### config.mk
export PLATFORM = sky130hd
export DESIGN_NAME = dest_reg_pipe
export DESIGN_NICKNAME = d
export VERILOG_FILES = /design/src/rtl/dest_reg_pipe_pkg.sv /design/src/rtl/dest_reg_pipe_mux.sv /design/src/rtl/dest_reg_pipe.sv
export SDC_FILE = /design/constraint.sdc
export NUM_CORES = 1
export LEC_CHECK = 0
export BUFFER_PORTS_ARGS = -buffer_cell sky130_fd_sc_hd__buf_2
export CELL_PAD_IN_SITES_DETAIL_PLACEMENT = 0
export CELL_PAD_IN_SITES_GLOBAL_PLACEMENT = 1
export CORE_MARGIN = 10
export CORE_UTILIZATION = 34
export DETAILED_ROUTE_END_ITERATION = 16
export HOLD_SLACK_MARGIN = 0.12
export PLACE_DENSITY_LB_ADDON = 0.1
export SLEW_MARGIN = 20
export SYNTH_ARGS = -nofsm -noshare
export SYNTH_HDL_FRONTEND = slang
export SYNTH_SLANG_ARGS = --single-unit
### constraint.sdc
create_clock -name clk -period 4.33 [get_ports clk]
set_input_delay 0.2165 -clock clk [delete_from_list [all_inputs] [get_ports clk]]
set_output_delay 0.2165 -clock clk [all_outputs]
set_load 0.01 [all_outputs]
### src/rtl/dest_reg_pipe_pkg.sv
// Shared MIPS definitions: register-file geometry, pipeline depth and the
// destination-source encoding used by the writeback-address selector.
package dest_reg_pipe_pkg;

  localparam int unsigned MIPS_REG_W       = 5;
  localparam int unsigned MIPS_NUM_DST_SRC = 4;
  localparam int unsigned MIPS_PIPE_DEPTH  = 3;

  typedef enum logic [1:0] {
    DST_ITYPE = 2'd0,
    DST_RTYPE = 2'd1,
    DST_SWI   = 2'd2
  } dst_sel_e;

endpackage

### src/rtl/dest_reg_pipe_mux.sv
// N-to-1 address selector; an out-of-range select falls back to DEFAULT_SEL.
module mux_nto1 #(
  parameter int unsigned NUM_IN      = 4,
  parameter int unsigned WIDTH       = 5,
  parameter int unsigned DEFAULT_SEL = 1
) (
  input  logic [NUM_IN*WIDTH-1:0]   i_data,
  input  logic [$clog2(NUM_IN)-1:0] i_sel,
  output logic [WIDTH-1:0]          o_data
);

  localparam int unsigned SEL_W = $clog2(NUM_IN);

  always_comb begin
    o_data = i_data[DEFAULT_SEL*WIDTH +: WIDTH];
    for (int unsigned i = 0; i < NUM_IN; i++) begin
      if (i_sel == SEL_W'(i)) o_data = i_data[i*WIDTH +: WIDTH];
    end
  end

endmodule

### src/rtl/dest_reg_pipe.sv
// Destination-register tracking pipeline (EX/MEM/WB) with operand hazard
// detection against every in-flight valid destination.
module dest_reg_pipe
  import dest_reg_pipe_pkg::*;
#(
  parameter int unsigned WIDTH       = MIPS_REG_W,
  parameter int unsigned NUM_IN      = MIPS_NUM_DST_SRC,
  parameter int unsigned DEPTH       = MIPS_PIPE_DEPTH,
  parameter int unsigned DEFAULT_SEL = 32'(DST_RTYPE),
  localparam int unsigned SEL_W      = $clog2(NUM_IN),
  localparam int unsigned STG_W      = ($clog2(DEPTH) > 1) ? $clog2(DEPTH) : 1
) (
  input  logic                    clk,
  input  logic                    rst_n,
  input  logic [NUM_IN*WIDTH-1:0] cand_addr,
  input  logic [SEL_W-1:0]        select,
  input  logic                    in_valid,
  input  logic                    stall,
  input  logic                    flush,
  input  logic [WIDTH-1:0]        rs_addr,
  input  logic [WIDTH-1:0]        rt_addr,
  output logic [DEPTH*WIDTH-1:0]  stage_addr,
  output logic [DEPTH-1:0]        stage_valid,
  output logic [WIDTH-1:0]        wb_addr,
  output logic                    wb_valid,
  output logic                    hazard_rs,
  output logic                    hazard_rt,
  output logic [STG_W-1:0]        hazard_rs_stage,
  output logic [STG_W-1:0]        hazard_rt_stage
);

  localparam int unsigned PREV = (DEPTH > 1) ? DEPTH - 2 : 0;

  logic [WIDTH-1:0] r_addr [0:DEPTH-1];
  logic [DEPTH-1:0] r_valid;
  logic [WIDTH-1:0] w_nxt_addr [0:DEPTH-1];
  logic [DEPTH-1:0] w_nxt_valid;
  logic [WIDTH-1:0] w_sel_addr;
  logic [DEPTH-1:0] w_hit_rs;
  logic [DEPTH-1:0] w_hit_rt;

  mux_nto1 #(
    .NUM_IN     (NUM_IN),
    .WIDTH      (WIDTH),
    .DEFAULT_SEL(DEFAULT_SEL)
  ) u_sel (
    .i_data(cand_addr),
    .i_sel (select),
    .o_data(w_sel_addr)
  );

  // Flush keeps the oldest shift alive so the instruction ahead of the
  // squashed ones still retires; younger stages keep addresses, lose valid.
  always_comb begin
    w_nxt_addr  = r_addr;
    w_nxt_valid = r_valid;
    if (flush) begin
      for (int unsigned k = 0; k + 1 < DEPTH; k++) w_nxt_valid[k] = 1'b0;
      if (DEPTH > 1) begin
        w_nxt_addr[DEPTH-1]  = r_addr[PREV];
        w_nxt_valid[DEPTH-1] = r_valid[PREV];
      end else begin
        w_nxt_valid[0] = 1'b0;
      end
    end else if (!stall) begin
      w_nxt_addr[0]  = w_sel_addr;
      w_nxt_valid[0] = in_valid && (w_sel_addr != '0);
      for (int unsigned k = 1; k < DEPTH; k++) begin
        w_nxt_addr[k]  = r_addr[k-1];
        w_nxt_valid[k] = r_valid[k-1];
      end
    end
  end

  always_ff @(posedge clk) begin
    if (!rst_n) begin
      for (int unsigned k = 0; k < DEPTH; k++) r_addr[k] <= '0;
      r_valid <= '0;
    end else begin
      r_addr  <= w_nxt_addr;
      r_valid <= w_nxt_valid;
    end
  end

  for (genvar k = 0; k < DEPTH; k++) begin : g_stage
    assign stage_addr[k*WIDTH +: WIDTH] = r_addr[k];
    assign w_hit_rs[k] = r_valid[k] && (r_addr[k] == rs_addr) && (rs_addr != '0);
    assign w_hit_rt[k] = r_valid[k] && (r_addr[k] == rt_addr) && (rt_addr != '0);
  end

  assign stage_valid = r_valid;
  assign wb_addr     = r_addr[DEPTH-1];
  assign wb_valid    = r_valid[DEPTH-1];
  assign hazard_rs   = |w_hit_rs;
  assign hazard_rt   = |w_hit_rt;

  // Scan oldest to youngest so the youngest match is the last one written.
  always_comb begin
    hazard_rs_stage = '0;
    hazard_rt_stage = '0;
    for (int unsigned k = 0; k < DEPTH; k++) begin
      if (w_hit_rs[DEPTH-1-k]) hazard_rs_stage = STG_W'(DEPTH-1-k);
      if (w_hit_rt[DEPTH-1-k]) hazard_rt_stage = STG_W'(DEPTH-1-k);
    end
  end

endmodule

* After elaboration in Yosys (flattened, before gate mapping)
Cells that the tools add are included.
Storage, ports and cells: flip-flop bits (word level) 18, bits of input ports 37, output and inout bits 30, logic and storage cells 53
Cells by class: equal/unequal tests 10, muxes and demuxes 14, bitwise operators 3, reductions and logical operators 21
Operator list (count):
- equality test 5 bit | 6
- 2-to-1 mux 5 bit | 6
- nonzero test 5 bit | 3
- logical AND 1 bit | 13
- 2-to-1 mux 2 bit | 6
- 2-to-1 mux 3 bit | 2
- OR reduction 3 bit | 2
- equality test 2 bit (second input constant) | 2
- NOT 1 bit | 3
- equality test 2 x 1 -> 1 bit (second input constant) | 1
- zero test 2 bit | 1
- inequality test 2 x 1 -> 1 bit (second input constant) | 1
- AND reduction 2 bit | 1
- OR reduction 2 bit | 1

* Logic depth before layout (Yosys ltp)
depth in word-level cells 9, mapped depth 5, mapped depth without buffers 4

* Cells and area by module
Synthesis repeated with hierarchy kept, for this count alone.
Unflattened totals: cell total of the unflattened synthesis 148, area, all modules 1297.5 µm²
Modules (own cells, without submodules):
- dest_reg_pipe | instances 1, cells each 142, area an instance 1173.6 µm²
- mux_nto1 | instances 1, cells each 6, area an instance 123.9 µm²

* Least setup slack after synthesis
OpenSTA, ideal clock, no wires.
path type reg2out, start point register r_addr, in the netlist wb_addr[2], end point output port hazard_rs_stage[1], arrival time 1.430 ns, path slack 2.683 ns, stages on the path, launching flop included 5, buffers on the path 0, cell sequence dfxtp_1 xnor2_1 nand4_1 or4_1 nor3b_1
Between the ends: cells in the longest elaborated chain, start to end 6
Ends and longest elaborated chain:
- start: declaration | line dest_reg_pipe.sv:34 | logic [WIDTH-1:0] r_addr [0:DEPTH-1];
- start signal: assignment | line dest_reg_pipe.sv:80 | r_addr <= w_nxt_addr;
- equality test 5 bit | line dest_reg_pipe.sv:87 | assign w_hit_rs[k] = r_valid[k] && (r_addr[k] == rs_addr) && (rs_addr != '0);
- logical AND 1 bit (2 in a row) | line dest_reg_pipe.sv:87
- 2-to-1 mux 2 bit (3 in a row) | line dest_reg_pipe.sv:102 | if (w_hit_rs[DEPTH-1-k]) hazard_rs_stage = STG_W'(DEPTH-1-k);
- end: declaration | line dest_reg_pipe.sv:28 | output logic [STG_W-1:0] hazard_rs_stage,
No other way between the ends.

* Final worst setup path
start point register r_addr, in the netlist wb_addr[2], end point output port hazard_rt_stage[1]
Between the ends: cells in the longest elaborated chain, start to end 6
Ends and longest elaborated chain:
- equality test 5 bit | line dest_reg_pipe.sv:88 | assign w_hit_rt[k] = r_valid[k] && (r_addr[k] == rt_addr) && (rt_addr != '0);
- logical AND 1 bit (2 in a row) | line dest_reg_pipe.sv:88
- 2-to-1 mux 2 bit (3 in a row) | line dest_reg_pipe.sv:103 | if (w_hit_rt[DEPTH-1-k]) hazard_rt_stage = STG_W'(DEPTH-1-k);
- end: declaration | line dest_reg_pipe.sv:29 | output logic [STG_W-1:0] hazard_rt_stage
No other way between the ends.

==> out/metrics.csv <==
metric,value,unit
synthToLayoutAreaGrowth,29.6,%
rsz0062_at_grt,no,
synth_sequential_area_ratio,0.283,
synth.cell_area,1270,µm²
cts-buffers-inserted,3,
num_vias,1192,
cellPowerDensity,237,nW/µm²
synth.top_cells.by_area,"sky130_fd_sc_hd__dfxtp_1 (28%), sky130_fd_sc_hd__xnor2_1 (15%), sky130_fd_sc_hd__nand2_1 (6.8%), sky130_fd_sc_hd__a21boi_0 (5.9%), sky130_fd_sc_hd__mux2i_1 (5.5%)",
finalCriticalPeriod,2.01,ns
drt.antenna.violating_nets,0,
number_of_buffer_cells_added_on_primary_ports,66,
place_hpwl,3200,µm
cts.reportedPaths.clkPinSlew,0.07,ns
max_stage_delay,0.45,ns
fmax,0.498,GHz
die_height,81.2,µm
cts_resized,0,
finalNetCount,240,
final_layout_size_suffix_gt1_frac,0.366,
worst-path-buf-inv,1,
tightestPinTransition,0.633,ns
post-route-period-util,0.464,
postSynthAreaPerCell,8.98,µm²
critPathTopFamily,simple AND/OR/NAND/NOR gates,
worst_slew_margin_rel,0.576,
seqPwrFrac,0.452,
global_route_wire_length_before_repair,6220,µm
clkLatencyLatePin,0.25,ns
report.final.hold_viol_count,0,
clkPwrFrac,0.353,
cts_tree,yes,
tns,0,ns
static_power_due_to_leakage,0.752,nW
post_synthesis_cell_type_with_the_largest_combined_area,sky130_fd_sc_hd__dfxtp_1,
final-setup-viol-count,0,
cap_viol_max_count,0,
floorplan.rows,22,
crit_path_top_delay_cell,sky130_fd_sc_hd__or4_1,
postCtsSetupRepairBufs,0,
drt_first_iter_violations,23,
arrival,1.79,ns
antenna_cells_inserted,0,
clock_sinks,18,
floorplan.die_area,6600,µm²
worstPathCellList,"xnor2_1, nand4_1, or4_1, nor3b_1, buf_2",
synthDistinctLibCells,23,
detail_route.first_pass.iterations,4,
syn_nets,179,
drc,0,
drt-total-wl,3770,µm
gp_congestion,0.760,
synth_top_area_share,0.283,
root_buffer,sky130_fd_sc_hd__clkbuf_8,
dieWidth,81.2,µm
pin_count_of_the_biggest_net_entering_global_routing,18,
postSynthRegisterBits,18,
p_sw,0.0000997,W
critPathCaptureType,output port,
final_slew_viol_count,0,
synthesis.instances,142,
swShare,0.254,
timing_worst_setup_path_type,flop to output port,
crit_path_max_fo,5,
power.total,0.000392,W
outcome,finished clean,
worst_vdd_drop,135,µV
route.detailed.vias_per_inst,4.77,
worst_clock_skew,0.00161,ns
critical_path.startpoint_type,flop,
antenna_found_initial,0,
cts.path.max_buffers,2,
htree_levels,1,
initial_core_util,0.351,
grtUsageTotal,0.116,
post_drt_wl_per_cell,15.1,µm
grt_overflow_total,0,
ys_warn_count,0,
timing.critical_path.required,4.11,ns
timing.hold.worst.class,primary input to flop,
comb_power_share,0.195,
cellInternalPower,0.000292,W
first_global_vias,1295,
area_inside_the_core_boundary,3630,µm²
floorplan.io_pins,67,
post_cts_hold_buffer_count,0,
-- worst register-to-register path: stages (launching register included) --
cell and delay (ns):
sky130_fd_sc_hd__dfxtp_1 0.47, sky130_fd_sc_hd__nand2_1 0.07, sky130_fd_sc_hd__a21boi_0 0.16
-- kinds of logic (layout without fill, tap and decap cells) --
kind of cell,count (synthesis),in the layout,synth area share
AND/OR/NAND/NOR,60,60,0.242
XOR/XNOR,30,30,0.206
flip-flops,18,18,0.283
AO/OA/AOI/OAI,12,12,0.0667
multiplexers,12,12,0.149
buffers and inverters,10,70,0.0530
-- power by group through the flow --
| stage | Sequential [W] | Clock, W | Combinational, W |
|---|---|---|---|
| 2_1_floorplan | 0.000181 | 0 | 0.0000431 |
| 3_3_place_gp | 0.000181 | 0 | 0.0000761 |
| 3_5_place_dp | 0.000181 | 0 | 0.0000771 |
| 4_1_cts | 0.000177 | 0.000143 | 0.0000774 |
| 5_1_grt | 0.000178 | 0.000151 | 0.0000857 |
| 6_report | 0.000177 | 0.000138 | 0.0000762 |
-- cells in the mapped netlist, drive strengths merged --
| cell | instances |
|---|---|
| nand2 | 23 |
| xnor2 | 22 |
| dfxtp | 18 |
| a21boi | 10 |
| xor2 | 8 |
| buf | 7 |
| mux2i | 7 |
| nor2b | 7 |
| or4 | 7 |
| nand4 | 6 |
| nor2 | 6 |
| mux4 | 5 |
| clkbuf | 3 |
| nand2b | 2 |
| nand3 | 2 |
| nor3 | 2 |
| nor3b | 2 |
| or3 | 2 |
| a21oi | 1 |
| o21ai | 1 |
| or2 | 1 |
-- registers in the layout, indices dropped and copies added (netlist names) --
signal / count
stage_addr: 10
stage_valid: 3
wb_addr: 5
-- cell usage in the layout, fill, tap and decap left out --
cell type                  netlist  final
sky130_fd_sc_hd__nand2_1        23     23
sky130_fd_sc_hd__nand4_1         6      6
sky130_fd_sc_hd__nor2b_1         7      7
sky130_fd_sc_hd__a21boi_0       10     10
sky130_fd_sc_hd__xor2_1          8      8
sky130_fd_sc_hd__dfxtp_1        18     18
sky130_fd_sc_hd__mux4_1          2      2
sky130_fd_sc_hd__mux4_2          3      3
sky130_fd_sc_hd__nand2b_1        2      2
sky130_fd_sc_hd__or4_1           7      7
sky130_fd_sc_hd__clkbuf_8        0      4
sky130_fd_sc_hd__nor3_1          2      2
sky130_fd_sc_hd__nand3_1         2      2
sky130_fd_sc_hd__buf_2           0     66
sky130_fd_sc_hd__o21ai_1         1      1
sky130_fd_sc_hd__or3_1           2      2
sky130_fd_sc_hd__nor2_1          6      6
sky130_fd_sc_hd__a21oi_1         1      1
sky130_fd_sc_hd__nor3b_1         2      2
sky130_fd_sc_hd__or2_2           1      1
sky130_fd_sc_hd__xnor2_1        22     22
sky130_fd_sc_hd__mux2i_1         7      7
-- through the flow --
stage / utilization / worst slack [ns] / std cells / instance area [µm²] / hold WS (ns)
after detailed placement: 0.440 / 2.54 / 246 / 1600 / 0.533
after global placement: 0.440 / 2.59 / 246 / 1600 / 0.516
after CTS: 0.455 / 2.31 / 250 / 1650 / 0.259
after global routing: 0.455 / 2.12 / 250 / 1650 / 0.273
after floorplan: - / 2.68 / 142 / 1270 / 0.359
final: 0.455 / 2.32 / 250 / 1650 / 0.262
-- routing by layer --
layer / track usage / up-vias / part of all wire
li1: - / 612 / -
met2: 0.186 / 44 / 0.45
met5: 0 / - / 0
met3: 0.0475 / 2 / 0.096
met1: 0.144 / 534 / 0.45
met4: 0.0208 / 0 / 0.0021
-- cell type report --
class | instances | area (µm²)
multi-input combinational | 114 | 847
tap | 48 | 60.1
fill | 393 | 1980
timing repair buffer | 66 | 330
sequential | 18 | 360
clock buffer | 4 | 55.1
-- final timing paths --
kind | startpoint | slack, ns | endpoint | cells after the start
worst max-delay path | wb_addr[2]$_SDFFE_PN0P_ | 2.32 | hazard_rt_stage[1] | 5
worst min register to register | stage_valid[0]$_SDFFE_PP0N_ | 0.54 | stage_valid[0]$_SDFFE_PP0N_ | 2
worst max register to register | stage_addr[4]$_SDFFE_PN0P_ | 3.57 | stage_addr[4]$_SDFFE_PN0P_ | 2
worst min-delay path | stall | 0.26 | stage_valid[0]$_SDFFE_PP0N_ | 3
No activity file was read; power rests on OpenSTA's default activity.
